==> config.mk <==
export PLATFORM = sky130hd
export DESIGN_NAME = load_store_unit_flat
export DESIGN_NICKNAME = d
export VERILOG_FILES = /design/src/rtl/load_store_unit_if.sv /design/src/rtl/load_store_unit.sv /design/src/flat_wrapper.sv
export SDC_FILE = /design/constraint.sdc
export NUM_CORES = 1
export LEC_CHECK = 0
export ABC_AREA = 1
export CORE_MARGIN = 1
export CORE_UTILIZATION = 30
export DETAILED_ROUTE_END_ITERATION = 6
export SLEW_MARGIN = 10
export SYNTH_ARGS = -nofsm -noshare
export SYNTH_HDL_FRONTEND = slang
export SYNTH_SLANG_ARGS = --single-unit
==> constraint.sdc <==
create_clock -name clk -period 8 [get_ports clk]
set_input_delay 1.6 -clock clk [delete_from_list [all_inputs] [get_ports clk]]
set_output_delay 1.6 -clock clk [all_outputs]
set_load 0.01 [all_outputs]
==> src/rtl/load_store_unit_if.sv <==
// Data-memory port of the load/store unit: a single req/ack channel
// carrying one doubleword-aligned read or byte-strobed write.
interface load_store_unit_if;
    logic        dmem_req;
    logic        dmem_we;
    logic [63:0] dmem_addr;
    logic [63:0] dmem_wdata;
    logic [7:0]  dmem_wstrb;
    logic        dmem_ack;
    logic [63:0] dmem_rdata;

    modport master (
        output dmem_req,
        output dmem_we,
        output dmem_addr,
        output dmem_wdata,
        output dmem_wstrb,
        input  dmem_ack,
        input  dmem_rdata
    );

    modport slave (
        input  dmem_req,
        input  dmem_we,
        input  dmem_addr,
        input  dmem_wdata,
        input  dmem_wstrb,
        output dmem_ack,
        output dmem_rdata
    );
endinterface

==> src/rtl/load_store_unit.sv <==
// Memory-stage load/store unit for the RV64I pipeline.
// Runs one req/ack transaction per load/store, stalls IF..M while it is in
// flight, aligns store data into byte lanes, extracts and extends load data,
// flags misaligned/illegal accesses and declares a bus error on timeout.
module load_store_unit #(
    parameter int unsigned TIMEOUT = 255
) (
    input  logic                     clk,
    input  logic                     rst,
    input  logic                     valid_M,
    input  logic                     ld_M,
    input  logic                     st_M,
    input  logic [2:0]               funct3_M,
    input  logic [63:0]              alu_out_M,
    input  logic [63:0]              st_data_M,
    output logic [63:0]              ld_data_M,
    output logic                     stall_M,
    output logic                     mem_done_M,
    output logic                     fault_M,
    output logic                     bus_err_M,
    load_store_unit_if.master        dmem
);

    typedef enum logic [1:0] {
        S_IDLE = 2'd0,
        S_REQ  = 2'd1,
        S_DONE = 2'd2
    } state_t;

    // Last wait-counter value before the timeout fires; the counter starts
    // at 0 in the first REQ cycle, so REQ lasts exactly TIMEOUT cycles.
    localparam logic [7:0] LP_WAIT_LAST = 8'(TIMEOUT - 1);

    state_t      r_state;
    logic [7:0]  r_wait;
    logic [2:0]  r_funct3;
    logic [2:0]  r_off;
    logic [63:0] r_ld_data;
    logic        r_done;
    logic        r_bus_err;
    logic        r_req;
    logic        r_we;
    logic [63:0] r_addr;
    logic [63:0] r_wdata;
    logic [7:0]  r_wstrb;

    logic        w_mem_op;
    logic [2:0]  w_off;
    logic        w_fault;
    logic        w_accept;

    // Access size is funct3[1:0]; the offset must be a multiple of it.
    function automatic logic f_misaligned(input logic [2:0] f3, input logic [2:0] off);
        logic w_mis;
        case (f3[1:0])
            2'b00:   w_mis = 1'b0;
            2'b01:   w_mis = off[0];
            2'b10:   w_mis = |off[1:0];
            default: w_mis = |off;
        endcase
        return w_mis;
    endfunction

    // Byte write enables for a store of size funct3[1:0] at lane off.
    function automatic logic [7:0] f_wstrb(input logic [2:0] f3, input logic [2:0] off);
        logic [7:0] w_strb;
        case (f3[1:0])
            2'b00:   w_strb = 8'h01 << off;
            2'b01:   w_strb = 8'h03 << off;
            2'b10:   w_strb = 8'h0F << off;
            default: w_strb = 8'hFF;
        endcase
        return w_strb;
    endfunction

    // Pull the addressed lane down to bit 0, then sign- or zero-extend.
    function automatic logic [63:0] f_load(input logic [2:0] f3, input logic [2:0] off,
                                           input logic [63:0] rdata);
        logic [63:0] w_sh;
        logic [63:0] w_res;
        w_sh = rdata >> {off, 3'b000};
        case (f3)
            3'b000:  w_res = {{56{w_sh[7]}},  w_sh[7:0]};
            3'b001:  w_res = {{48{w_sh[15]}}, w_sh[15:0]};
            3'b010:  w_res = {{32{w_sh[31]}}, w_sh[31:0]};
            3'b011:  w_res = w_sh;
            3'b100:  w_res = {56'd0, w_sh[7:0]};
            3'b101:  w_res = {48'd0, w_sh[15:0]};
            3'b110:  w_res = {32'd0, w_sh[31:0]};
            default: w_res = 64'd0;
        endcase
        return w_res;
    endfunction

    assign w_mem_op = valid_M & (ld_M | st_M);
    assign w_off    = alu_out_M[2:0];

    // Fault is only meaningful when a new op is being considered in IDLE.
    assign w_fault  = w_mem_op & (r_state == S_IDLE) &
                      (f_misaligned(funct3_M, w_off) |
                       (ld_M & (funct3_M == 3'b111)) |
                       (st_M & funct3_M[2]));
    assign w_accept = w_mem_op & ~w_fault;

    // Stall in IDLE is decided from the M-stage inputs the same cycle;
    // both flags are forced low while reset is held.
    assign fault_M  = w_fault & ~rst;
    assign stall_M  = ~rst & (((r_state == S_IDLE) & w_accept) | (r_state == S_REQ));

    assign ld_data_M       = r_ld_data;
    assign mem_done_M      = r_done;
    assign bus_err_M       = r_bus_err;
    assign dmem.dmem_req   = r_req;
    assign dmem.dmem_we    = r_we;
    assign dmem.dmem_addr  = r_addr;
    assign dmem.dmem_wdata = r_wdata;
    assign dmem.dmem_wstrb = r_wstrb;

    // Transaction FSM: latch the request in IDLE, hold it through REQ until
    // ack or timeout, then present the result for one DONE cycle.
    always_ff @(posedge clk or posedge rst) begin
        if (rst) begin
            r_state   <= S_IDLE;
            r_wait    <= 8'd0;
            r_funct3  <= 3'd0;
            r_off     <= 3'd0;
            r_ld_data <= 64'd0;
            r_done    <= 1'b0;
            r_bus_err <= 1'b0;
            r_req     <= 1'b0;
            r_we      <= 1'b0;
            r_addr    <= 64'd0;
            r_wdata   <= 64'd0;
            r_wstrb   <= 8'd0;
        end else begin
            case (r_state)
                S_IDLE: begin
                    r_done    <= 1'b0;
                    r_bus_err <= 1'b0;
                    if (w_accept) begin
                        r_state  <= S_REQ;
                        r_wait   <= 8'd0;
                        r_req    <= 1'b1;
                        r_we     <= st_M;
                        r_addr   <= {alu_out_M[63:3], 3'b000};
                        r_wdata  <= st_M ? (st_data_M << {w_off, 3'b000}) : 64'd0;
                        r_wstrb  <= st_M ? f_wstrb(funct3_M, w_off) : 8'd0;
                        r_funct3 <= funct3_M;
                        r_off    <= w_off;
                    end
                end
                S_REQ: begin
                    if (dmem.dmem_ack) begin
                        r_state   <= S_DONE;
                        r_done    <= 1'b1;
                        r_ld_data <= r_we ? 64'd0 : f_load(r_funct3, r_off, dmem.dmem_rdata);
                        r_req     <= 1'b0;
                        r_we      <= 1'b0;
                        r_addr    <= 64'd0;
                        r_wdata   <= 64'd0;
                        r_wstrb   <= 8'd0;
                    end else if (r_wait == LP_WAIT_LAST) begin
                        r_state   <= S_DONE;
                        r_done    <= 1'b1;
                        r_bus_err <= 1'b1;
                        r_ld_data <= 64'd0;
                        r_req     <= 1'b0;
                        r_we      <= 1'b0;
                        r_addr    <= 64'd0;
                        r_wdata   <= 64'd0;
                        r_wstrb   <= 8'd0;
                    end else begin
                        r_wait <= r_wait + 8'd1;
                    end
                end
                S_DONE: begin
                    r_state   <= S_IDLE;
                    r_done    <= 1'b0;
                    r_bus_err <= 1'b0;
                end
                default: begin
                    r_state <= S_IDLE;
                end
            endcase
        end
    end

endmodule

==> src/flat_wrapper.sv <==
// flat-port wrapper written by rule: the top's interface ports become plain ports
module load_store_unit_flat 
#(
    parameter int unsigned TIMEOUT = 255
)
  (clk, rst, valid_M, ld_M, st_M, funct3_M, alu_out_M, st_data_M, ld_data_M, stall_M, mem_done_M, fault_M, bus_err_M, dmem_dmem_req, dmem_dmem_we, dmem_dmem_addr, dmem_dmem_wdata, dmem_dmem_wstrb, dmem_dmem_ack, dmem_dmem_rdata);
  load_store_unit_if dmem_i ();
  input  logic clk;
  input  logic rst;
  input  logic valid_M;
  input  logic ld_M;
  input  logic st_M;
  input  logic [2:0] funct3_M;
  input  logic [63:0] alu_out_M;
  input  logic [63:0] st_data_M;
  output logic [63:0] ld_data_M;
  output logic stall_M;
  output logic mem_done_M;
  output logic fault_M;
  output logic bus_err_M;
  output wire logic [$bits(dmem_i.dmem_req)-1:0] dmem_dmem_req;
  output wire logic [$bits(dmem_i.dmem_we)-1:0] dmem_dmem_we;
  output wire logic [$bits(dmem_i.dmem_addr)-1:0] dmem_dmem_addr;
  output wire logic [$bits(dmem_i.dmem_wdata)-1:0] dmem_dmem_wdata;
  output wire logic [$bits(dmem_i.dmem_wstrb)-1:0] dmem_dmem_wstrb;
  input wire logic [$bits(dmem_i.dmem_ack)-1:0] dmem_dmem_ack;
  input wire logic [$bits(dmem_i.dmem_rdata)-1:0] dmem_dmem_rdata;
  assign dmem_dmem_req = dmem_i.dmem_req;
  assign dmem_dmem_we = dmem_i.dmem_we;
  assign dmem_dmem_addr = dmem_i.dmem_addr;
  assign dmem_dmem_wdata = dmem_i.dmem_wdata;
  assign dmem_dmem_wstrb = dmem_i.dmem_wstrb;
  assign dmem_i.dmem_ack = dmem_dmem_ack;
  assign dmem_i.dmem_rdata = dmem_dmem_rdata;
  load_store_unit #(.TIMEOUT(TIMEOUT)) u_core (.clk(clk), .rst(rst), .valid_M(valid_M), .ld_M(ld_M), .st_M(st_M), .funct3_M(funct3_M), .alu_out_M(alu_out_M), .st_data_M(st_data_M), .ld_data_M(ld_data_M), .stall_M(stall_M), .mem_done_M(mem_done_M), .fault_M(fault_M), .bus_err_M(bus_err_M), .dmem(dmem_i));
endmodule
==> results.sh, run 1 <==
export IMPL_status="completed"
export IMPL_p_total_mw=4.814
export IMPL_vias_per_cell=5.066
export IMPL_ys_flop_type="dfrtp_1"
export IMPL_initial_core_util_pct=30.55
export IMPL_finalNetCount=2383
export IMPL_ctsResizeCount=0
export IMPL_syn_area_sq_um=12840
export IMPL_final_common_cell="nand2_1"
export IMPL_tritoncts="done"
export IMPL_via_count=13856
export IMPL_worst_pin_slew_ns=1.102
export IMPL_hold_viol_final=0
export IMPL_slew_headroom_pct=26.52
export IMPL_r2r_start="u_core.r_off[0]$_DFFE_PP0P_"
export IMPL_final_setup_tns_ns=0
export IMPL_finalCritPeriodShare_pct=75.97
export IMPL_cpMostUsedCell="nand2_1"
export IMPL_max_cap_violations=0
export IMPL_path_buf_inv=4
export IMPL_worst_path_max_delay_cell="buf_4"
export IMPL_drcViolationCount=0
export IMPL_ctsHoldBuffers=0
export IMPL_core_area_sq_um=42040
export IMPL_start_kind="input pin"
export IMPL_crit_arrival_ns=4.48
export IMPL_grt_pass1_vias=13528
export IMPL_rsz0062_at_grt="no"
export IMPL_grt_overflow=0
export IMPL_mostFrequentLayoutCells="nand2_1 (769), clkdlybuf4s50_1 (401), dfrtp_1 (215)"
export IMPL_drtAntennaViolNets=0
export IMPL_critical_path_class="input pin to output pin"
export IMPL_synth_enable_flop_cells=0
export IMPL_grt_max_degree=169
export IMPL_gp_congestion=0.9196
export IMPL_cp_end_kind="output pin"
export IMPL_drtIter0Drc=1016
export IMPL_min_period_ns=6.078
export IMPL_setup_viol=0
export IMPL_slew_violations=0
export IMPL_holdCritStartpoint="u_core.mem_done_M$_DFFE_PP0P_"
export IMPL_min_path_type="register to register"
export IMPL_worstRegToRegCells=13
export IMPL_peakVddDrop_v=0.0001620
export IMPL_clock_sink_count=217
export IMPL_grt_pass1_wl_um=79230
export IMPL_p_leak_nw=8.390
export IMPL_cts_buffers=27
export IMPL_area_delta_synth_final_pct=39.07
export IMPL_synth_distinct_cells=32
export IMPL_path_delay_family="buffers and inverters"
export IMPL_holdPathStages=2
export IMPL_seq_area_frac_synth_pct=42.28
export IMPL_max_freq_ghz=0.1645
export IMPL_path_cells="buf_2 > buf_4 > inv_2 > nand2_2 > nor2_4 > nand2_1 > nand2_1 > nand2_1 > nand2_1 > nor2_1 > clkdlybuf4s50_1"
export IMPL_async_flop_share_pct=100.0
export IMPL_post_dp_hpwl_um=37960
export IMPL_reg2reg_setup_slack_ns=4.67
export IMPL_htreeDepth=1
export IMPL_synth_seq_cells=217
export IMPL_wirelength_um=52520
export IMPL_synth_cells=1865
export IMPL_cts_path_max_buffers=3
export IMPL_die_x_um=208.9
export IMPL_wl_per_cell_um=19.20
export IMPL_numPortBuffers=403
export IMPL_fp_dieArea_sq_um=43640
export IMPL_antenna_found_initial=2
export IMPL_netlist_top_cell_by_area="dfrtp_1"
export IMPL_r2r_end="u_core.ld_data_M[19]$_DFFE_PP0P_"
export IMPL_clk_pin_slew_worst_paths_ns=0.06
export IMPL_powerDensity_nw_per_um2=269.6
export IMPL_die_height_um=208.9
export IMPL_io_pins=407
export IMPL_drive_gt1_share_pct=4.599
export IMPL_avgSynthCellArea_sq_um=6.886
export IMPL_antenna_cells=0
export IMPL_multi_input_area_sq_um=6351
export IMPL_synth_area_leaders="dfrtp_1 (42%), nand2_1 (22%), nand3_1 (5.8%)"
export IMPL_fill_cells=4387
export IMPL_regArea_sq_um=5433
export IMPL_ctsRootBufferMaster="clkbuf_16"
export IMPL_cts_setup_buffers=0
export IMPL_synth_warning_count=0
export IMPL_worstSkewPairLatency_ns=0.56
export IMPL_rows=75
export IMPL_crit_required_ns=6.40
export IMPL_path_max_fanout=83
export IMPL_worst_clock_skew_ns=0.01666
export IMPL_track_usage_pct=23.38
export IMPL_synthDominantCellAreaShare_pct=42.28
export IMPL_min_to="u_core.mem_done_M$_DFFE_PP0P_"
export IMPL_dr_pass1_iters=5
export IMPL_max_stage_delay_ns=0.59
[logic make-up after synthesis]
group / Yosys count / synth area share (%)
compound gates: 319 / 13.40
xor+xnor: 3 / 0.2046
fa+ha+maj: 6 / 0.5846
buf+inv: 242 / 8.486
flops: 217 / 42.28
other cells: 1 / 0.02920
simple gates: 1077 / 35.02
[routing by layer]
layer  vias to the layer above  part of all wire (%)  track usage (%)
li1                       6685                     -                -
met1                      6585                    41            28.79
met2                       512                    49            40.72
met3                        70                   7.7            5.185
met4                         4                   2.5            6.770
met5                         -                 0.050                0
[cell type report]
class                   instances  share of cell area (%)
clock buffers                  40                   4.224
flip-flops and latches        217                   30.42
well taps                     539                   3.776
repair buffers                423                   23.37
clock inverters                 9                  0.5184
multi-input cells            1408                   35.56
inverters                      99                   2.130
[report_power, final]
group / internal (mW) / leakage, nW / switching [mW]
logic: 0.889 / 5.08 / 1.14
clock network: 0.687 / 0.418 / 0.506
registers: 1.39 / 2.89 / 0.209
[flip-flops by register name (all words and copies together) (netlist names), 2 cells and up]
| signal | flops |
|---|---|
| u_core.r_wait | 8 |
| u_core.r_off | 3 |
| u_core.r_state | 2 |
| u_core.dmem.dmem_wdata | 64 |
| u_core.r_funct3 | 3 |
| u_core.dmem.dmem_wstrb | 8 |
| u_core.ld_data_M | 64 |
| u_core.dmem.dmem_addr | 61 |
[Yosys cell counts, types with 4 or more instances]
cell type and instances:
buf_1 18, buf_2 34, buf_6 17, nand2_1 769
inv_1 89, inv_2 9, o21ai_0 137, clkbuf_1 71
o21ai_1 102, o21ai_2 6, nor2_1 64, o211ai_1 37
ha_1 6, a21oi_1 34, or2_2 8, nand3_1 149
and2_1 11, nand4_1 61, nor3_1 4, dfrtp_1 217
[worst max path at each step]
stage | start | end | slack (ns) | depth (start not counted)
3_5_place_dp | alu_out_M[0] | fault_M | 1.99 | 11
4_1_cts | alu_out_M[0] | fault_M | 1.99 | 11
3_3_place_gp | alu_out_M[0] | fault_M | 1.96 | 11
2_1_floorplan | rst | u_core.bus_err_M$_DFFE_PP0P_ | 0.46 | 1
5_1_grt | alu_out_M[0] | fault_M | 1.76 | 11
6_report | alu_out_M[0] | fault_M | 1.92 | 11
[worst reg2reg max path, delay by kind of cell, from the launching register on]
kind | cells | cell delay [ns]
buffers and inverters | 4 | 1.79
DFF | 1 | 0.34
and+or+nand+nor | 9 | 1.10
[metrics by stage]
stage | utilization [%] | hold WS [ns] | instances | area (sq um) | worst slack, ns
floorplan | - | 0.4816 | 1867 | 12850 | 0.4640
global placement | 40.47 | 0.4563 | 2686 | 17010 | 1.957
detailed placement | 40.47 | 0.4615 | 2686 | 17010 | 1.986
CTS | 42.48 | 0.4771 | 2735 | 17860 | 1.988
global route | 42.48 | 0.5001 | 2735 | 17860 | 1.762
finish | 42.48 | 0.4758 | 2735 | 17860 | 1.922
Power figures use the tool's default switching activity.
==> inputs of run 2 (changes only) <==
clock period = 5 ns   (was 8 ns; I/O delays follow)
==> run 2 against run 1 <==
Routed wire length is 1.2% lower. Die area stayed put. Largest power group unchanged. Critical path depth is 2 lower. Core utilization is 0.66 points higher. Final cell count is 0.37% higher. Global-route usage is 0.18 points lower. Clock skew is 0.0028 ns lower. Combinational power is 61% higher. Register-to-register slack worse by 2.4 ns.
==> results.sh, run 2 (synthesis results as in run 1) <==
export IMPL_status="completed"
export IMPL_die_x_um=208.9
export IMPL_drcViolationCount=0
export IMPL_dr_pass1_iters=6
export IMPL_setup_viol=0
export IMPL_min_period_ns=4.141
export IMPL_min_to="u_core.mem_done_M$_DFFE_PP0P_"
export IMPL_max_freq_ghz=0.2415
export IMPL_post_dp_hpwl_um=37710
export IMPL_clk_pin_slew_worst_paths_ns=0.06
export IMPL_cts_setup_buffers=0
export IMPL_ctsRootBufferMaster="clkbuf_16"
export IMPL_cts_path_max_buffers=3
export IMPL_drtAntennaViolNets=0
export IMPL_grt_max_degree=111
export IMPL_finalCritPeriodShare_pct=82.81
export IMPL_p_total_mw=8.055
export IMPL_powerDensity_nw_per_um2=444.1
export IMPL_critical_path_class="input pin to output pin"
export IMPL_power_share_clock_pct=28.0
export IMPL_wirelength_um=51920
export IMPL_reg2reg_setup_slack_ns=2.27
export IMPL_rsz0062_at_grt="no"
export IMPL_mostFrequentLayoutCells="nand2_1 (769), clkdlybuf4s50_1 (401), dfrtp_1 (215)"
export IMPL_slew_violations=0
export IMPL_path_max_fanout=6
export IMPL_cts_buffers=27
export IMPL_holdCritStartpoint="u_core.mem_done_M$_DFFE_PP0P_"
export IMPL_hold_viol_final=0
export IMPL_fill_cells=4324
export IMPL_final_setup_tns_ns=0
export IMPL_r2r_start="u_core.r_off[1]$_DFFE_PP0P_"
export IMPL_rows=75
export IMPL_grt_pass1_vias=13611
export IMPL_holdPathStages=2
export IMPL_worstRegToRegCells=11
export IMPL_via_count=13917
export IMPL_track_usage_pct=23.20
export IMPL_grt_pass1_wl_um=78850
export IMPL_max_cap_violations=0
export IMPL_worstSkewPairLatency_ns=0.57
export IMPL_switching_power_mw=2.996
export IMPL_initial_core_util_pct=30.55
export IMPL_area_delta_synth_final_pct=41.22
export IMPL_vias_per_cell=5.070
export IMPL_ctsHoldBuffers=0
export IMPL_p_int_mw=5.059
export IMPL_numPortBuffers=403
export IMPL_seq_power_share_pct=31.4
export IMPL_r2r_end="u_core.ld_data_M[19]$_DFFE_PP0P_"
export IMPL_die_height_um=208.9
export IMPL_drtIter0Drc=1234
export IMPL_antenna_found_initial=2
export IMPL_p_leak_nw=8.510
export IMPL_fp_dieArea_sq_um=43640
export IMPL_crit_required_ns=4.00
export IMPL_finalNetCount=2391
export IMPL_worst_clock_skew_ns=0.01385
export IMPL_gp_congestion=0.9104
export IMPL_grt_overflow=0
export IMPL_switching_share_pct=37.20
export IMPL_core_area_sq_um=42040
export IMPL_regArea_sq_um=5433
export IMPL_crit_arrival_ns=3.14
export IMPL_drive_gt1_share_pct=5.397
export IMPL_start_kind="input pin"
export IMPL_wl_per_cell_um=18.91
export IMPL_min_path_type="register to register"
export IMPL_clock_sink_count=217
export IMPL_cp_end_kind="output pin"
export IMPL_peakVddDrop_v=0.0003145
export IMPL_multi_input_area_sq_um=6351
export IMPL_io_pins=407
export IMPL_worst_pin_slew_ns=1.124
export IMPL_p_comb_share_pct=40.6
export IMPL_tritoncts="done"
export IMPL_final_common_cell="nand2_1"
export IMPL_slew_headroom_pct=24.81
export IMPL_htreeDepth=1
export IMPL_ctsResizeCount=0
[run 2: power groups by stage]
stage          clock network, mW  registers (mW)  logic [mW]
2_1_floorplan                  0            2.70        1.53
3_3_place_gp                   0            2.55        3.25
3_5_place_dp                   0            2.55        3.27
4_1_cts                     2.30            2.53        3.29
5_1_grt                     2.37            2.59        3.58
6_report                    2.25            2.53        3.27
[run 2: critical path, stage by stage]
cell,delay (ns)
clkdlybuf4s50_1,0.53
ha_1,0.26
inv_1,0.13
a21oi_1,0.16
nand2_1,0.07
nand2_1,0.16
nand3_2,0.10
a21oi_1,0.14
clkdlybuf4s50_1,0.58
[run 2: worst max path at each step]
stage | end | depth (start not counted) | slack, ns | start
2_1_floorplan | u_core.bus_err_M$_DFFE_PP0P_ | 1 | 1.17 | rst
3_3_place_gp | fault_M | 10 | 0.88 | funct3_M[1]
3_5_place_dp | stall_M | 9 | 0.85 | funct3_M[1]
4_1_cts | stall_M | 9 | 0.84 | funct3_M[1]
5_1_grt | fault_M | 10 | 0.66 | funct3_M[1]
6_report | stall_M | 9 | 0.86 | funct3_M[1]
[run 2: per-layer routing]
layer	up-vias	track usage (%)	wire length, um
met5	-	0	27
met4	4	8.824	1896
met3	103	5.050	3963
met2	560	39.41	24660
met1	6541	28.66	21370
li1	6709	-	-
[run 2: metrics by stage]
stage	cells	instance area, sq um	hold slack [ns]	worst slack (ns)	util (%)
after floorplan	1867	12850	0.4816	1.174	-
after global placement	2694	17110	0.4558	0.8763	40.69
after CTS	2744	18130	0.4765	0.8422	43.13
after detailed placement	2694	17110	0.4615	0.8515	40.69
final	2745	18140	0.4744	0.8594	43.14
after global routing	2744	18130	0.4933	0.6609	43.13
[run 2: area by class of cell]
| cell class | count | share of cell area (%) |
|---|---|---|
| tap | 539 | 3.719 |
| inverter | 99 | 2.077 |
| clock buffer | 31 | 3.974 |
| multi-input combinational | 1408 | 35.02 |
| timing repair buffer | 431 | 23.55 |
| clock inverter | 19 | 1.690 |
| antenna | 1 | 0.01380 |
| sequential | 217 | 29.96 |
==> inputs of run 3 (changes only) <==
clock period = 3.4 ns   (was 5 ns; I/O delays follow)
==> run 3 against run 2 <==
Sequential share of layout area about the same. Critical path depth increased by 1. Clock skew increased by 0.0047 ns. Worst setup slack got worse by 0.72 ns. Sequential power increased by 48%. Cell area decreased by 0.11%. Power increased by 42%. Register-to-register slack got worse by 1.3 ns. Final cell count increased by 0.29%. Combinational power increased by 48%. Critical path type unchanged. Critical endpoint is now fault_M. Largest cell class unchanged.
==> results.sh, run 3 (synthesis results as in run 1) <==
export IMPL_io_pins=407
export IMPL_grt_overflow=0
export IMPL_path_max_fanout=4
export IMPL_core_area_sq_um=42040
export IMPL_drtAntennaViolNets=0
export IMPL_dp_cells=2705
export IMPL_crit_required_ns=2.72
export IMPL_cp_end_kind="output pin"
export IMPL_finalNetCount=2401
export IMPL_via_count=13903
export IMPL_clock_sink_count=217
export IMPL_wirelength_um=52390
export IMPL_final_setup_tns_ns=0
export IMPL_p_int_mw=7.089
export IMPL_area_delta_synth_final_pct=41.07
export IMPL_max_freq_ghz=0.3072
export IMPL_tritoncts="done"
export IMPL_switching_power_mw=4.348
export IMPL_clk_pin_slew_worst_paths_ns=0.06
export IMPL_setup_viol=0
export IMPL_track_usage_pct=23.42
export IMPL_final_common_cell="nand2_1"
export IMPL_power_share_clock_pct=24.9
export IMPL_powerDensity_nw_per_um2=631.4
export IMPL_grt_use_met3_pct=6.267
export IMPL_min_path_type="register to register"
export IMPL_rows=75
export IMPL_worst_clock_skew_ns=0.01858
export IMPL_path_buf_inv=3
export IMPL_met2_usage_pct=39.17
export IMPL_slew_headroom_pct=40.17
export IMPL_hold_viol_final=0
export IMPL_gp_congestion=0.9141
export IMPL_p_comb_share_pct=42.4
export IMPL_rsz0062_at_grt="no"
export IMPL_post_dp_hpwl_um=38390
export IMPL_drcViolationCount=0
export IMPL_status="completed"
export IMPL_path_cells="clkdlybuf4s50_1 > ha_2 > inv_1 > a21oi_1 > nand2_1 > nand2_1 > nand2_1 > nand2_2 > nor2_1 > clkdlybuf4s50_1"
export IMPL_switching_share_pct=38.02
export IMPL_grt_busiest_layer="met2"
export IMPL_ctsHoldBuffers=0
export IMPL_crit_arrival_ns=2.58
export IMPL_wl_per_cell_um=19.03
export IMPL_worst_pin_slew_ns=0.8974
export IMPL_fin_cells=2753
export IMPL_max_cap_violations=0
export IMPL_cts_buffers=26
export IMPL_p_total_mw=11.44
export IMPL_ctsRootBufferMaster="clkbuf_16"
export IMPL_cpMostUsedCell="nand2_1"
export IMPL_numPortBuffers=403
export IMPL_fp_dieArea_sq_um=43640
export IMPL_max_stage_delay_ns=0.52
export IMPL_vias_per_cell=5.050
export IMPL_drtIter0Drc=1114
export IMPL_cts_path_max_buffers=3
export IMPL_use_met1_pct=28.93
export IMPL_dr_pass1_iters=7
export IMPL_htreeDepth=1
export IMPL_slew_violations=0
export IMPL_die_x_um=208.9
export IMPL_critical_path_class="input pin to output pin"
export IMPL_p_leak_nw=8.520
export IMPL_seq_power_share_pct=32.7
export IMPL_mostFrequentLayoutCells="nand2_1 (768), clkdlybuf4s50_1 (399), dfrtp_1 (215)"
export IMPL_initial_core_util_pct=30.55
export IMPL_grt_pass1_vias=13550
export IMPL_worstSkewPairLatency_ns=0.55
export IMPL_min_period_ns=3.256
export IMPL_grt_max_degree=142
export IMPL_fin_util_pct=43.09
export IMPL_grt_pass1_wl_um=79000
export IMPL_start_kind="input pin"
export IMPL_antenna_found_initial=4
export IMPL_die_height_um=208.9
export IMPL_worst_path_max_delay_cell="clkdlybuf4s50_1"
export IMPL_peakVddDrop_v=0.0003721
export IMPL_drive_gt1_share_pct=5.606
export IMPL_path_delay_family="buffers and inverters"
export IMPL_finalCritPeriodShare_pct=95.76
[run 3: worst paths after layout]
check | startpoint | endpoint | slack [ns] | depth (start not counted)
worst max-delay path | funct3_M[0] | fault_M | 0.14 | 10
worst min-delay path | u_core.ld_data_M[20]$_DFFE_PP0P_ | u_core.ld_data_M[20]$_DFFE_PP0P_ | 0.48 | 2
worst max register to register | u_core.r_off[2]$_DFFE_PP0P_ | u_core.ld_data_M[10]$_DFFE_PP0P_ | 0.94 | 9
worst min register to register | u_core.ld_data_M[20]$_DFFE_PP0P_ | u_core.ld_data_M[20]$_DFFE_PP0P_ | 0.48 | 2
max in group asynchronous | rst | u_core.dmem.dmem_addr[40]$_DFFE_PP0P_ | 2.11 | 3
min in group asynchronous | rst | u_core.bus_err_M$_DFFE_PP0P_ | 0.49 | 2
[run 3: layer usage]
layer,share of wire [%],up-vias
li1,-,6724
met1,41,6555
met2,47,530
met3,8.3,88
met4,3.6,6
met5,0.086,-
[run 3: cell type report]
type                    instances  area (sq um)
clock inverters                 9         113.9
well taps                     539         674.4
diodes                          2         5.005
multi-input cells            1408          6356
flip-flops and latches        217          5433
inverters                      99         376.6
clock buffers                  37         752.0
fillers                      4362         23920
repair buffers                442          4405
[run 3: metrics by stage]
stage	setup slack (ns)	cell area (sq um)	hold slack [ns]
finish	0.1443	18120	0.4766
detailed placement	-0.01077	17240	0.4640
floorplan	-0.1061	12850	0.4816
global placement	0.01119	17240	0.4580
CTS	0.001553	18110	0.4710
global route	0.03246	18110	0.4900
[run 3: power groups by stage]
stage               Combinational, mW  Sequential (mW)  Clock [mW]
detailed placement               4.87             3.77           0
CTS                              4.89             3.74        2.92
global route                     5.32             3.82        3.03
floorplan                        2.25             3.97           0
finish                           4.85             3.74        2.85
global placement                 4.84             3.76           0
[run 3: worst register-to-register path: cells and delay by family, from the launching register on]
kind	cells	cell delay [ns]
AOI/OAI and AO/OA	1	0.31
buffers and inverters	3	1.06
DFF	1	0.35
and+or+nand+nor	5	0.61
[run 3: repair_timing]
action                     4_1_cts  5_1_grt
cloned                           0        0
setup buffers                    0        0
gates resized for setup          2        2
hold endpoints to repair         0        0
setup endpoints to repair        2        1
